<file path="config.mk">
export PLATFORM = sky130hd
export DESIGN_NAME = code_seq_detector
export DESIGN_NICKNAME = d
export VERILOG_FILES = /design/src/rtl/code_seq_pkg.sv /design/src/rtl/code_seq_detector_sat_counter.sv /design/src/rtl/code_seq_detector.sv
export SDC_FILE = /design/constraint.sdc
export NUM_CORES = 1
export LEC_CHECK = 0
export BUFFER_PORTS_ARGS = -buffer_cell sky130_fd_sc_hd__buf_4
export CORE_UTILIZATION = 55
export DETAILED_ROUTE_END_ITERATION = 8
export GPL_ROUTABILITY_DRIVEN = 0
export HOLD_SLACK_MARGIN = 0.12
export PLACE_DENSITY = 0.81
export SETUP_SLACK_MARGIN = 0.5
export SYNTH_ARGS = -nofsm -noshare
export SYNTH_HDL_FRONTEND = slang
export SYNTH_SLANG_ARGS = --single-unit
</file>
<file path="constraint.sdc">
create_clock -name clk -period 3.5 [get_ports clk]
set_clock_uncertainty 0.05 [all_clocks]
set_input_delay 0.525 -clock clk [delete_from_list [all_inputs] [get_ports clk]]
set_output_delay 0.525 -clock clk [all_outputs]
set_load 0.02 [all_outputs]
</file>
<file path="src/rtl/code_seq_pkg.sv">
// Shared types for the class-code sequence detector.
// Code encodings and detector FSM states.
package code_seq_pkg;

  typedef enum logic [1:0] {
    CODE_ZERO    = 2'd0,
    CODE_ONE     = 2'd1,
    CODE_OTHER   = 2'd2,
    CODE_ILLEGAL = 2'd3
  } code_t;

  typedef enum logic [1:0] {
    S_IDLE  = 2'd0,
    S_SAW0  = 2'd1,
    S_SAW01 = 2'd2
  } seq_state_t;

endpackage

</file>
<file path="src/rtl/code_seq_detector_sat_counter.sv">
// Saturating event counter with a registered at-max flag.
// sat rises in the same cycle the count first reads the max.
module sat_counter #(
  parameter int W = 8
) (
  input  logic         clk,
  input  logic         rst_n,
  input  logic         inc,
  input  logic         clr,
  output logic [W-1:0] count,
  output logic         sat
);

  localparam logic [W-1:0] MAX = '1;

  logic [W-1:0] cnt_d;

  // next count: step only below max
  always_comb begin
    cnt_d = count;
    if (inc && (count != MAX)) begin
      cnt_d = count + W'(1);
    end
  end

  // count and flag registers: reset > clr > update
  always_ff @(posedge clk) begin
    if (!rst_n) begin
      count <= '0;
      sat   <= 1'b0;
    end else if (clr) begin
      count <= '0;
      sat   <= 1'b0;
    end else begin
      count <= cnt_d;
      sat   <= (cnt_d == MAX);
    end
  end

endmodule

</file>
<file path="src/rtl/code_seq_detector.sv">
// Detects valid code sequence 0,1,2; pulses and counts matches.
// Optional sticky illegal-code flag when CODE_ERR_EN is defined.
module code_seq_detector
  import code_seq_pkg::*;
#(
  parameter int CNT_W = 8
) (
  input  logic             clk,
  input  logic             rst_n,
  input  logic             code_valid,
  input  logic [1:0]       code,
  input  logic             clr,
  output logic             match_pulse,
  output logic [CNT_W-1:0] match_count,
`ifdef CODE_ERR_EN
  output logic             count_sat,
  output logic             code_err
`else
  output logic             count_sat
`endif
);

  seq_state_t state_q;
  seq_state_t state_d;
  code_t      c_in;
  logic       hit;

  // next state and completion detect
  always_comb begin
    state_d = state_q;
    hit     = 1'b0;
    c_in    = code_t'(code);
    if (code_valid) begin
      unique case (state_q)
        S_IDLE: begin
          state_d = (c_in == CODE_ZERO) ? S_SAW0 : S_IDLE;
        end
        S_SAW0: begin
          unique case (c_in)
            CODE_ZERO: state_d = S_SAW0;
            CODE_ONE:  state_d = S_SAW01;
            default:   state_d = S_IDLE;
          endcase
        end
        S_SAW01: begin
          unique case (c_in)
            CODE_OTHER: begin
              state_d = S_IDLE;
              hit     = 1'b1;
            end
            CODE_ZERO:  state_d = S_SAW0;
            default:    state_d = S_IDLE;
          endcase
        end
        default: state_d = S_IDLE;
      endcase
    end
  end

  // state and pulse registers: reset > clr > advance
  always_ff @(posedge clk) begin
    if (!rst_n) begin
      state_q     <= S_IDLE;
      match_pulse <= 1'b0;
    end else if (clr) begin
      state_q     <= S_IDLE;
      match_pulse <= 1'b0;
    end else begin
      state_q     <= state_d;
      match_pulse <= hit;
    end
  end

  sat_counter #(
    .W(CNT_W)
  ) u_cnt (
    .clk  (clk),
    .rst_n(rst_n),
    .inc  (hit),
    .clr  (clr),
    .count(match_count),
    .sat  (count_sat)
  );

`ifdef CODE_ERR_EN
  // sticky flag for any valid illegal code
  always_ff @(posedge clk) begin
    if (!rst_n) begin
      code_err <= 1'b0;
    end else if (clr) begin
      code_err <= 1'b0;
    end else if (code_valid && (c_in == CODE_ILLEGAL)) begin
      code_err <= 1'b1;
    end
  end
`endif

endmodule
</file>
Word-level counts from Yosys, hierarchy flattened
Cells that the tools add are included.
{"block": "word_totals", "out_inout_bits": 10, "regBits": 12, "wordCells": 24, "input_bits": 6}
{"block": "classes", "n_addsub": 1, "n_eq_ne": 6, "n_mux": 7, "n_bitwise": 1, "reduce_logical": 5}
{"cell": "8-bit by 1-bit adder with 8-bit output, second input constant", "count": 1}
{"cell": "8-bit == test, second input constant", "count": 1}
{"cell": "8-bit two-way mux", "count": 1}
{"cell": "8-bit inequality test, second input constant", "count": 1}
{"cell": "2-bit case mux with 2 select lines", "count": 2}
{"cell": "2-bit by 1-bit == test with 1-bit output, second input constant", "count": 2}
{"cell": "2-bit == test, second input constant", "count": 2}
{"cell": "2-bit zero test", "count": 2}
{"cell": "1-bit two-way mux", "count": 4}
{"cell": "2-bit OR reduction", "count": 2}
{"cell": "1-bit logical AND", "count": 1}
{"cell": "1-bit inverter", "count": 1}

Logic depth before layout (Yosys ltp)
Gate-level depths: netlist of the first run.
{"block": "logic_depth", "word_depth": 7, "depth_mapped": 7, "mapped_depth_nobuf": 6}

Modules after synthesis
From an unflattened synthesis of the first run, not the netlist that was laid out.
{"block": "unflattened", "hier_cells": 75, "hier_area_um2": 681.9}
{"mod": "sat_counter", "n_inst": 1, "area_each_um2": 505.5, "cells_each": 59, "seq_area_each_um2": 180.2}
{"mod": "code_seq_detector", "n_inst": 1, "area_each_um2": 176.4, "cells_each": 16, "seq_area_each_um2": 60.1}

Worst setup path after synthesis of the first run
OpenSTA, ideal clock, no wires.
{"block": "synth_timing", "path_type": "register to register", "start": "reg u_cnt.count[0]", "end": "reg u_cnt.sat", "slack_ns": 1.555, "required_ns": 3.371, "setup_ns": 0.079, "arrival_ns": 1.815, "synth_period_minus_slack_ns": 1.945, "path_stages_with_launch": 8, "path_cell_list": "dfxtp_1 > ha_1 > buf_4 > and4_1 > a211oi_4 > mux2i_1 > o211ai_2 > a211oi_2"}
{"block": "synth_via", "elab_chain_cells": 4}
{"element": "start: declaration", "line": "code_seq_detector_sat_counter.sv:10", "source": "output logic [W-1:0] count,"}
{"element": "start signal: assignment", "line": "code_seq_detector_sat_counter.sv:35", "source": "count <= cnt_d;"}
{"element": "parallel branches: the longest is 2 deep, another holds 8-bit by 1-bit adder with 8-bit output"}
{"element": "8-bit two-way mux (*)", "line": "code_seq_detector_sat_counter.sv:21", "source": "if (inc && (count != MAX)) begin"}
{"element": "8-bit == test (*)", "line": "code_seq_detector_sat_counter.sv:36", "source": "sat <= (cnt_d == MAX);"}
{"element": "end signal: assignment", "line": "code_seq_detector_sat_counter.sv:36"}
{"element": "end: declaration", "line": "code_seq_detector_sat_counter.sv:11", "source": "output logic sat"}
Every way passes the cells marked *.
A chain may end at the register's enable or synchronous reset.

Final worst setup path of the first run
Ends and elaborated chain as after synthesis.

==> implementation parameters, run 1 <==
Parameter                              Value

Clock network
  Post-CTS setup buffer count ... 0
  Number of sinks handled by clock tree synthesis ... 12
  CTS clk-pin slew, worst paths ... roughly 0.07 ns
  CTS HTree Levels ... 1
  Worst-Skew Late Latency ... about 0.28 ns
  Post-CTS resize count ... 0
  Number of buffers between clock root and the deepest sink ... 2
  Clock tree from TritonCTS ... built
  Clock tree root driver cell ... sky130_fd_sc_hd__clkbuf_4
  Number of hold buffers added after CTS ... 0
  Number of buffers created by CTS ... 3

Floorplan
  Total Die Area ... between 1000 and 1500 sq um
  Top-Level Pins ... 16
  Horizontal die dimension ... around 39 um
  Vertical die dimension ... between 30 and 40 um
  Starting density of the core ... 0.6293
  Cell Rows ... 12
  Area of the core ... approximately 1200 sq um

Synth
  Sequential element share of the synthesized area ... 0.3260
  Post-synthesis register bit count ... 12
  Share of synthesized registers carrying an async set or reset ... 0
  Synth Flop Type ... sky130_fd_sc_hd__dfxtp_1
  Post-synth top cells ... sky130_fd_sc_hd__dfxtp_1 (12), sky130_fd_sc_hd__nor2_1 (12), sky130_fd_sc_hd__nand2_1 (11)
  Summed instance area of the synthesized netlist ... 737.0 sq um
  Synth top area share ... 0.3260
  Post-synth EDFFs ... 0
  Cell variety after synth ... 37
  Number of standard cells after synthesis ... 87
  Synthesized area per cell ... 8.471 sq um
  Yosys top cell by area ... sky130_fd_sc_hd__dfxtp_1
  Syn Nets ... 94
  Most area-consuming cells after synthesis ... sky130_fd_sc_hd__dfxtp_1 (33%), sky130_fd_sc_hd__nor2_1 (6.1%), sky130_fd_sc_hd__nand2_1 (5.6%)
  Total number of yosys warnings ... 0

STA
  Total count of hold-check failures in the final report ... 0
  Worst rel slew slack ... 0.7521
  Fmax ... between 400 and 500 MHz
  Unrepaired setup endpoints after global routing ... no
  Setup tns final ... 0 ns
  Number of endpoints failing setup at the final stage ... 0
  Number of max-slew violations in the final report ... 0
  Minimum clock period after layout ... 2.003 ns
  Ratio of final minimum period to clock period ... 0.5723
  Slew of the pin with the lowest slew margin ... approximately 0.36 ns

Drt
  Drt first-iter violations ... 30
  Wire per inst ... around 13 um
  Drt pass-1 iters ... 4
  Post-route DRC ... 0
  Final routed wirelength across all metal layers ... approximately 1.5 mm
  Met3 Wirelength ... about 110 um
  Vias after detailed routing ... 699
  Post-Route M1 WL ... between 500 and 600 um
  Uppermost routed layer ... met4
  Detail Route Antenna Nets ... 0
  Routed met2 length ... a little under 800 um
  Drt via density ... just over 6

Finish
  Final antenna diode count ... 0
  Layout Utilization ... 0.7350
  Final nets ... 109
  Number of cells in the finished layout apart from fillers ... roughly 110
  Fraction of final layout cells sized beyond drive strength 1 ... 0.2700
  Area added between synthesis and finish ... 16.81%

Place
  Total placed cells including tap cells ... between 100 and 150
  Post-DP HPWL ... 1.117 mm
  Number of input and output port buffers inserted ... 15

Global routing
  Vias in the first global route ... 570
  Global-route wire length before repair ... ~2.4 mm
  Sum of overflow across all layers after global routing ... 0
  Number of antenna violations at the first check in global routing ... 0
  Maximum number of pins on one net before global-route repair ... 13
  Total global-route track usage ... 0.2433

Worst setup path
  Required time of the critical path ... 3.65 ns
  Arrival time of data at the critical path endpoint ... around 2.2 ns
  Critical R2R Capture ... u_cnt.sat$_SDFF_PP0_
  Startpoint type of the worst setup path ... flop
  Crit path kind ... reg2reg
  Endpoint type of the worst setup path ... flop
  Register-to-register setup slack ... 1.50 ns
  Launch point of the worst reg-to-reg path ... u_cnt.count[0]$_SDFF_PP0_
  Crit path launch ... u_cnt.count[0]$_SDFF_PP0_
  Critical Path Fanout Max ... 10
  Crit path capture ... u_cnt.sat$_SDFF_PP0_
  R2R depth ... 6

Run
  Max-cap violations ... 0

Pwr
  Static leakage power ... between 0.3 and 0.4 nW
  Worst voltage drop across the vdd grid ... ~0.00017 V
  P per Cell Area ... roughly 270 nW/um^2

Outcome
  Outcome ... finished clean

Worst hold path
  Hold WC Path Type ... reg2reg
==> where the power goes <==
group	leakage [nW]	internal (mW)	switching, mW
Combinational	0.225	0.00600	0.00623
Clock	0.0138	0.0399	0.0454
Sequential	0.0966	0.137	0.000257
Total	0.335	0.183	0.0519
==> logic make-up (layout without fill, tap and decap cells) <==
group                    Yosys count  in the layout  synth area share
adder cells (fa/ha/maj)            1              1           0.01698
flip-flops                        12             12            0.3260
AND/OR/NAND/NOR                   47             47            0.3684
multiplexers                       3              3           0.04244
AO/OA/AOI/OAI                     13             13            0.1426
XOR/XNOR                           5              5           0.05943
buffers and inverters              6             19           0.04413
==> metrics by stage <==
stage,setup WS [ns],cell area (sq um),hold WS [ns],total power [mW]
2_1_floorplan,1.555,737.0,0.4207,0.1457
3_3_place_gp,1.586,838.3,0.4469,0.1522
3_5_place_dp,1.529,838.3,0.4615,0.1525
4_1_cts,1.506,860.8,0.4740,0.2356
5_1_grt,1.416,860.8,0.4923,0.2462
6_report,1.497,860.8,0.4657,0.2344
==> flip-flops by register name, indices dropped and copies added, names as in the netlist <==
name / flops
match_pulse: 1
state_q: 2
u_cnt.sat: 1
u_cnt.count: 8
==> critical path, stage by stage, from the launching register on <==
cell and delay (ns):
sky130_fd_sc_hd__dfxtp_1 0.38, sky130_fd_sc_hd__ha_1 0.34, sky130_fd_sc_hd__and4_1 0.25, sky130_fd_sc_hd__a211oi_4 0.36, sky130_fd_sc_hd__mux2i_1 0.29, sky130_fd_sc_hd__o211ai_2 0.11
sky130_fd_sc_hd__a211oi_2 0.14
==> cells in the final DEF (no fill, tap or decap), types with 2 or more instances in the layout <==
master and n:
sky130_fd_sc_hd__nand3_1 5, sky130_fd_sc_hd__a31oi_1 2, sky130_fd_sc_hd__nor3_1 2, sky130_fd_sc_hd__mux2i_1 2, sky130_fd_sc_hd__nor2_1 12, sky130_fd_sc_hd__o21ai_0 2
sky130_fd_sc_hd__clkbuf_4 3, sky130_fd_sc_hd__and3_1 3, sky130_fd_sc_hd__nand2_1 11, sky130_fd_sc_hd__dfxtp_1 12, sky130_fd_sc_hd__buf_4 15, sky130_fd_sc_hd__xor2_1 3
sky130_fd_sc_hd__nor3_2 2, sky130_fd_sc_hd__a21oi_1 3, sky130_fd_sc_hd__xnor2_1 2
==> worst min-delay path by stage <==
stage | from | end | slack, ns | cells after the start
2_1_floorplan | state_q[0]$_SDFFE_PP0P_ | state_q[1]$_SDFFE_PP0P_ | 0.42 | 2
3_3_place_gp | state_q[0]$_SDFFE_PP0P_ | state_q[1]$_SDFFE_PP0P_ | 0.45 | 2
3_5_place_dp | state_q[0]$_SDFFE_PP0P_ | state_q[1]$_SDFFE_PP0P_ | 0.46 | 2
4_1_cts | state_q[0]$_SDFFE_PP0P_ | state_q[1]$_SDFFE_PP0P_ | 0.47 | 2
5_1_grt | state_q[0]$_SDFFE_PP0P_ | state_q[1]$_SDFFE_PP0P_ | 0.49 | 2
6_report | state_q[0]$_SDFFE_PP0P_ | state_q[1]$_SDFFE_PP0P_ | 0.47 | 2
==> cell type report <==
class                   instances  area, sq um
multi-input cells              69        464.2
fillers                        92        310.3
inverters                       1        3.754
well taps                      14        17.52
flip-flops and latches         12        240.2
clock buffers                   3        22.52
repair buffers                 15        112.6
==> metal layers <==
| metal | track usage | vias up |
|---|---|---|
| li1 | - | 335 |
| met1 | 0.2888 | 325 |
| met2 | 0.3917 | 34 |
| met3 | 0.06936 | 5 |
| met4 | 0.1293 | 0 |
| met5 | 0 | - |
(Power assumes the default switching activity.)
==> run 2: changes to the inputs <==
- CORE_UTILIZATION: 55 -> 46
- PLACE_DENSITY: 0.81 -> 0.72
- clock period: 3.5 -> 1.65 ns (I/O delays scaled with it)
==> run 2 against run 1 <==
Sequential share of layout area decreased by 5.8 points. The flow now finishes with violations (setup timing). Count of clock-buffer cells in the layout rose by 1. Utilization increased by 6.5 points. Power grew 140%. Non-clock buffer count rose by 17. Sequential cell count did not move. Hold slack got worse by 0.25 ns. Critical endpoint unchanged. Wire length grew 34%. Die area rose by 19%. Maximum frequency is 21% higher.
==> implementation parameters, run 2 (same netlist as run 1, synthesis figures left out) <==
Parameter                              Value

Worst setup path
  Startpoint type of the worst setup path ... flop (unchanged)
  Critical-path top delay cell ... sky130_fd_sc_hd__dfxtp_4 (was sky130_fd_sc_hd__dfxtp_1)
  Required time of the critical path ... 1.80 ns (was 3.65 ns)
  Delay of the slowest cell on the worst path ... 0.36 ns (was 0.38 ns)
  Crit path kind ... reg2reg (unchanged)
  Series of cell instances along the critical path ... ha_4 > and4_4 > a211oi_4 > mux2i_2 > o211ai_2 > a211oi_2 (was ha_1 > and4_1 > a211oi_4 > mux2i_1 > o211ai_2 > a211oi_2)
  Critical path buffers and inverters ... 0 (unchanged)
  Endpoint type of the worst setup path ... flop (unchanged)
  Arrival time of data at the critical path endpoint ... 1.81 ns (was 2.16 ns)
  Cell family with the largest share of critical-path delay ... compound AO/OA/AOI/OAI gates (unchanged)
  Critical Path Fanout Max ... 2 (was 10)

Finish
  Fraction of final layout cells sized beyond drive strength 1 ... 0.5932 (was 0.2700)
  Leading cell types in the layout, fill and taps excluded ... sky130_fd_sc_hd__buf_4 (22), sky130_fd_sc_hd__nor2_1 (12), sky130_fd_sc_hd__buf_6 (9), sky130_fd_sc_hd__nand2_1 (8), sky130_fd_sc_hd__dfxtp_4 (6) (was sky130_fd_sc_hd__buf_4 (15), sky130_fd_sc_hd__nor2_1 (12), sky130_fd_sc_hd__dfxtp_1 (12), sky130_fd_sc_hd__nand2_1 (11), sky130_fd_sc_hd__nand3_1 (5))
  Reg with most FFs ... u_cnt.count (unchanged)
  Layout Utilization ... 0.7998 (was 0.7350)
  Number of flip-flops in the largest register ... 8 (unchanged)
  Final antenna diode count ... 0 (unchanged)
  Number of cells in the finished layout apart from fillers ... 134 (was 114)
  Area added between synthesis and finish ... 63.50% (was 16.81%)
  Most common cell after layout, fill and taps aside ... sky130_fd_sc_hd__buf_4 (unchanged)
  Post-route design area ... 1205 sq um (was 860.8 sq um)
  Final nets ... 126 (was 109)
  Regs by FF count ... u_cnt.count x8, state_q x2 (unchanged)

Clock network
  Number of buffers created by CTS ... 3 (unchanged)
  Number of buffers between clock root and the deepest sink ... 2 (unchanged)
  Number of sinks handled by clock tree synthesis ... 12 (unchanged)
  Clock tree root driver cell ... sky130_fd_sc_hd__clkbuf_4 (unchanged)
  Worst-Skew Late Latency ... 0.28 ns (about the same)
  CTS clk-pin slew, worst paths ... 0.08 ns (was 0.07 ns)
  Clock tree from TritonCTS ... built (unchanged)
  CTS HTree Levels ... 1 (unchanged)
  Number of hold buffers added after CTS ... 0 (unchanged)

Floorplan
  Vertical die dimension ... 42.03 um (was 38.61 um)
  Top-Level Pins ... 16 (unchanged)
  Area of the core ... 1506 sq um (was 1171 sq um)
  Total Die Area ... 1766 sq um (was 1490 sq um)
  Horizontal die dimension ... 42.03 um (was 38.61 um)
  Starting density of the core ... 0.4892 (was 0.6293)
  Cell Rows ... 14 (was 12)

STA
  Setup slack of the critical path after layout ... -0.008292 ns (was 1.497 ns)
  Fmax ... 603.0 MHz (was 499.3 MHz)
  Total count of hold-check failures in the final report ... 0 (unchanged)
  Number of max-slew violations in the final report ... 0 (unchanged)
  Unrepaired setup endpoints after global routing ... yes (was no)
  Worst rel slew slack ... 0.7293 (was 0.7521)
  Minimum clock period after layout ... 1.658 ns (was 2.003 ns)
  Slew of the pin with the lowest slew margin ... 0.4061 ns (was 0.3625 ns)
  Number of endpoints failing setup at the final stage ... 1 (was 0)
  Ratio of final minimum period to clock period ... 1.005 (was 0.5723)

Place
  Number of input and output port buffers inserted ... 15 (unchanged)
  Standard cell area after detailed placement ... 943.4 sq um (was 838.3 sq um)
  Post-DP HPWL ... 1.253 mm (was 1.117 mm)
  Total placed cells including tap cells ... 120 (was 111)

Drt
  Post-route DRC ... 0 (unchanged)
  Vias after detailed routing ... 758 (was 699)
  Detail Route Antenna Nets ... 0 (unchanged)
  Drt first-iter violations ... 16 (was 30)
  Wire per inst ... 15.08 um (was 13.20 um)
  Final routed wirelength across all metal layers ... 2.021 mm (was 1.505 mm)
  Drt via density ... 5.657 (was 6.132)
  Drt pass-1 iters ... 5 (was 4)

Pwr
  P per Cell Area ... 459.6 nW/um^2 (was 272.3 nW/um^2)
  Internal power summed over all cells ... 0.4293 mW (was 0.1825 mW)
  Static leakage power ... 0.5078 nW (was 0.3355 nW)
  Switch Pwr ... 0.1244 mW (was 0.05190 mW)
  Switching power share of the total ... 0.2247 (was 0.2214)
  Relative contribution of sequential cells to total power ... 0.506 (was 0.584)
  Clock Power Share ... 0.437 (was 0.364)
  Overall Power ... 0.5538 mW (was 0.2344 mW)
  Share of total power in combinational logic ... 0.057 (was 0.052)
  Worst voltage drop across the vdd grid ... 0.0004174 V (was 0.0001731 V)

Worst hold path
  Hold WC Path Type ... in2reg (was reg2reg)

Global routing
  Total global-route track usage ... 0.2274 (was 0.2433)
  Number of antenna violations at the first check in global routing ... 0 (unchanged)
  Sum of overflow across all layers after global routing ... 0 (unchanged)
  Global-route wire length before repair ... 3.070 mm (was 2.373 mm)
  Maximum number of pins on one net before global-route repair ... 10 (was 13)
  Vias in the first global route ... 681 (was 570)

Outcome
  Outcome ... finished with violations (was finished clean)
  Violated checks ... setup timing

Run
  Max-cap violations ... 0 (unchanged)
==> run 2: layout make-up <==
type | instances | area [sq um]
Inverter | 1 | 3.754
Tap cell | 16 | 20.02
Multi-Input combinational cell | 69 | 596.8
Fill cell | 91 | 301.5
Timing Repair Buffer | 32 | 281.5
Sequential cell | 12 | 266.5
Clock buffer | 4 | 36.28
==> run 2: timing repair <==
item	CTS	global route
resized for setup	23	15
pin swaps	5	2
setup buffers	4	6
endpoints found under the setup margin	15	17
==> run 2: worst paths after layout <==
| path | startpoint | end | slack [ns] | cells past startpoint |
|---|---|---|---|---|
| worst min register to register | state_q[1]$_SDFFE_PP0P_ | state_q[1]$_SDFFE_PP0P_ | 0.46 | 2 |
| worst max register to register | u_cnt.count[1]$_SDFF_PP0_ | u_cnt.sat$_SDFF_PP0_ | -0.008 | 6 |
| worst max-delay path | u_cnt.count[1]$_SDFF_PP0_ | u_cnt.sat$_SDFF_PP0_ | -0.008 | 6 |
| worst min-delay path | clr | u_cnt.count[5]$_SDFF_PP0_ | 0.21 | 3 |
==> run 2: metrics by stage <==
step | hold WS (ns) | setup TNS, ns | setup WS [ns]
2_1_floorplan | 0.3534 | -0.08552 | -0.08552
3_3_place_gp | 0.4353 | -0.02748 | -0.02748
3_5_place_dp | 0.4573 | -0.02317 | -0.02317
4_1_cts | 0.2166 | -0.01895 | -0.01895
5_1_grt | 0.2231 | -0.1453 | -0.09495
6_report | 0.2124 | -0.008292 | -0.008292
==> run 2: tightest hold or removal path, stage by stage <==
cell and delay [ns]:
sky130_fd_sc_hd__buf_4 0.08, sky130_fd_sc_hd__nor2b_1 0.05, sky130_fd_sc_hd__and2_4 0.13
==> run 2: layer usage <==
layer	up-vias	GRT usage	share of wire
li1	373	-	-
met1	344	0.3033	0.41
met2	37	0.3688	0.51
met3	4	0.04741	0.057
met4	0	0.07500	0.019
met5	-	0	0
==> run 2: power groups by stage <==
stage	sequential [mW]	clock (mW)	combinational, mW
detailed placement	0.292	0	0.0289
finish	0.280	0.242	0.0315
global placement	0.292	0	0.0282
floorplan	0.292	0	0.0125
CTS	0.283	0.241	0.0303
global route	0.280	0.254	0.0343
==> run 3: changes to the inputs <==
- GPL_TIMING_DRIVEN: unset -> 0
==> run 3 against run 2 <==
Wire length is 3.8% lower. First-iteration DRC count is 56% higher. Non-clock buffer count decreased by 4. Via count grew 1.1%. Global-route usage decreased by 0.41 points. Final cell count decreased by 3.0%. The flow still finishes with violations (setup timing).
==> implementation parameters, run 3 (same netlist as run 1, synthesis figures left out) <==
Parameter                              Value

Outcome
  Outcome ... finished with violations (unchanged)
  Violated checks ... setup timing (unchanged)

Worst setup path
  Cell depth of the worst setup path ... 8 (was 6)
  R2R depth ... 8 (was 6)
  Crit path kind ... reg2reg (unchanged)
  Critical R2R Capture ... u_cnt.sat$_SDFF_PP0_ (unchanged)
  Critical-path top delay cell ... sky130_fd_sc_hd__dfxtp_4 (unchanged)
  Cell family with the largest share of critical-path delay ... compound AO/OA/AOI/OAI gates (unchanged)
  Endpoint type of the worst setup path ... flop (unchanged)
  Critical Path Fanout Max ... 9 (was 2)
  Required time of the critical path ... 1.80 ns (about the same)
  Register-to-register setup slack ... -0.11 ns (was -0.008 ns)
  Delay of the slowest cell on the worst path ... 0.36 ns (about the same)
  Critical path buffers and inverters ... 2 (was 0)
  Startpoint type of the worst setup path ... flop (unchanged)
  Launch point of the worst reg-to-reg path ... u_cnt.count[1]$_SDFF_PP0_ (unchanged)
  Series of cell instances along the critical path ... ha_4 > buf_6 > buf_4 > nand4b_1 > o21ai_0 > and3_1 > o211ai_2 > a211oi_2 (was ha_4 > and4_4 > a211oi_4 > mux2i_2 > o211ai_2 > a211oi_2)
  Arrival time of data at the critical path endpoint ... 1.91 ns (was 1.81 ns)

STA
  Total count of hold-check failures in the final report ... 0 (unchanged)
  Minimum clock period after layout ... 1.760 ns (was 1.658 ns)
  Number of endpoints failing setup at the final stage ... 4 (was 1)
  Ratio of final minimum period to clock period ... 1.067 (was 1.005)
  Worst rel slew slack ... 0.7048 (was 0.7293)
  Setup slack of the critical path after layout ... -0.1098 ns (was -0.008292 ns)
  Number of max-slew violations in the final report ... 0 (unchanged)
  Unrepaired setup endpoints after global routing ... yes (unchanged)
  Fmax ... 568.2 MHz (was 603.0 MHz)
  Slew of the pin with the lowest slew margin ... 0.4429 ns (was 0.4061 ns)
  Setup tns final ... -0.2637 ns (was -0.008292 ns)

Floorplan
  Area of the core ... 1506 sq um (unchanged)
  Starting density of the core ... 0.4892 (unchanged)
  Horizontal die dimension ... 42.03 um (unchanged)
  Cell Rows ... 14 (unchanged)
  Total Die Area ... 1766 sq um (unchanged)
  Top-Level Pins ... 16 (unchanged)
  Vertical die dimension ... 42.03 um (unchanged)

Drt
  Drt first-iter violations ... 25 (was 16)
  Drt pass-1 iters ... 5 (unchanged)
  Drt via density ... 5.892 (was 5.657)
  Vias after detailed routing ... 766 (was 758)
  Final routed wirelength across all metal layers ... 1.945 mm (was 2.021 mm)
  Wire per inst ... 14.96 um (was 15.08 um)
  Post-route DRC ... 0 (unchanged)
  Detail Route Antenna Nets ... 0 (unchanged)

Worst hold path
  Hold WC Path Type ... in2reg (unchanged)
  Worst hold path endpoint ... u_cnt.count[5]$_SDFF_PP0_ (unchanged)
  Critical hold path startpoint ... clr (unchanged)
  Worst hold path stage count ... 3 (unchanged)

Clock network
  CTS clk-pin slew, worst paths ... 0.08 ns (about the same)
  Number of sinks handled by clock tree synthesis ... 12 (unchanged)
  CTS HTree Levels ... 1 (unchanged)
  Clock tree root driver cell ... sky130_fd_sc_hd__clkbuf_4 (unchanged)
  Number of hold buffers added after CTS ... 0 (unchanged)
  Clock tree from TritonCTS ... built (unchanged)
  Worst-Skew Late Latency ... 0.28 ns (about the same)
  Number of buffers created by CTS ... 3 (unchanged)
  Number of buffers between clock root and the deepest sink ... 2 (unchanged)

Finish
  Area added between synthesis and finish ... 51.10% (was 63.50%)
  Fraction of final layout cells sized beyond drive strength 1 ... 0.5351 (was 0.5932)
  Fill cell total of the finished layout ... 107 (was 91)
  Number of flip-flops in the largest register ... 8 (unchanged)
  Number of cells in the finished layout apart from fillers ... 130 (was 134)
  Reg with most FFs ... u_cnt.count (unchanged)
  Final antenna diode count ... 0 (unchanged)
  Regs by FF count ... u_cnt.count x8, state_q x2 (unchanged)
  Most common cell after layout, fill and taps aside ... sky130_fd_sc_hd__buf_4 (unchanged)
  Leading cell types in the layout, fill and taps excluded ... sky130_fd_sc_hd__buf_4 (22), sky130_fd_sc_hd__nor2_1 (12), sky130_fd_sc_hd__nand2_1 (8), sky130_fd_sc_hd__dfxtp_4 (7), sky130_fd_sc_hd__buf_6 (5) (was sky130_fd_sc_hd__buf_4 (22), sky130_fd_sc_hd__nor2_1 (12), sky130_fd_sc_hd__buf_6 (9), sky130_fd_sc_hd__nand2_1 (8), sky130_fd_sc_hd__dfxtp_4 (6))
  Final nets ... 122 (was 126)

Global routing
  Global-route wire length before repair ... 2.863 mm (was 3.070 mm)
  Sum of overflow across all layers after global routing ... 0 (unchanged)
  Total global-route track usage ... 0.2233 (was 0.2274)
  Vias in the first global route ... 612 (was 681)
  Number of antenna violations at the first check in global routing ... 0 (unchanged)
  Maximum number of pins on one net before global-route repair ... 11 (was 10)

Pwr
  P per Cell Area ... 452.7 nW/um^2 (was 459.6 nW/um^2)
  Static leakage power ... 0.4704 nW (was 0.5078 nW)
  Overall Power ... 0.5041 mW (was 0.5538 mW)
  Worst voltage drop across the vdd grid ... 0.0004001 V (was 0.0004174 V)

Place
  Total placed cells including tap cells ... 118 (was 120)
  Post-DP HPWL ... 1.073 mm (was 1.253 mm)
  Number of input and output port buffers inserted ... 15 (unchanged)

Run
  Max-cap violations ... 0 (unchanged)
## run 3: metrics by stage
step | utilization | worst slack (ns) | hold slack, ns | cell area (sq um)
floorplan | - | -0.08552 | 0.3534 | 797.0
global placement | 0.6171 | -0.2371 | 0.4343 | 929.6
detailed placement | 0.6171 | -0.2578 | 0.4412 | 929.6
CTS | 0.6927 | -0.1359 | 0.2101 | 1044
global route | 0.7392 | -0.1876 | 0.2103 | 1114
finish | 0.7392 | -0.1098 | 0.2062 | 1114
## run 3: tightest hold or removal path: stages
cell	delay, ns
sky130_fd_sc_hd__buf_4	0.08
sky130_fd_sc_hd__nor2b_1	0.05
sky130_fd_sc_hd__and2_1	0.13
## run 3: repair_timing
| item | in CTS | in global routing |
|---|---|---|
| pin swaps | 7 | 4 |
| resized for setup | 14 | 12 |
| buffers inserted | 5 | 3 |
| cloned | 0 | 0 |
| endpoints found under the setup margin | 12 | 15 |
## run 3: how the worst max path moves through the flow
stage / startpoint / endpoint / slack (ns)
5_1_grt: u_cnt.count[1]$_SDFF_PP0_ / u_cnt.sat$_SDFF_PP0_ / -0.19
3_5_place_dp: u_cnt.count[0]$_SDFF_PP0_ / u_cnt.sat$_SDFF_PP0_ / -0.26
4_1_cts: u_cnt.count[0]$_SDFF_PP0_ / u_cnt.sat$_SDFF_PP0_ / -0.14
3_3_place_gp: u_cnt.count[0]$_SDFF_PP0_ / u_cnt.sat$_SDFF_PP0_ / -0.24
6_report: u_cnt.count[1]$_SDFF_PP0_ / u_cnt.sat$_SDFF_PP0_ / -0.11
2_1_floorplan: u_cnt.count[0]$_SDFF_PP0_ / u_cnt.sat$_SDFF_PP0_ / -0.09
## run 3: area by class of cell
class | instances | area (sq um) | area share
multi-input combinational | 69 | 568.0 | 0.5101
timing repair buffer | 23 | 183.9 | 0.1652
tap | 16 | 20.02 | 0.01798
inverter | 1 | 3.754 | 0.003371
sequential | 12 | 270.3 | 0.2427
clock buffer | 4 | 26.28 | 0.02360
buffer | 5 | 41.29 | 0.03708
## run 3: where the power goes
group	total, mW	switching [mW]	leakage, nW	internal, mW
Combinational	0.0285	0.0152	0.352	0.0133
Sequential	0.279	0.000442	0.104	0.278
Clock	0.197	0.103	0.0150	0.0939
## run 3: routing by layer
layer / vias up / wire, um / GRT usage
met5: - / 0 / 0
met4: 0 / 42 / 0.1313
met3: 5 / 122 / 0.05172
met2: 41 / 978 / 0.3406
met1: 355 / 801 / 0.2885
li1: 365 / - / -
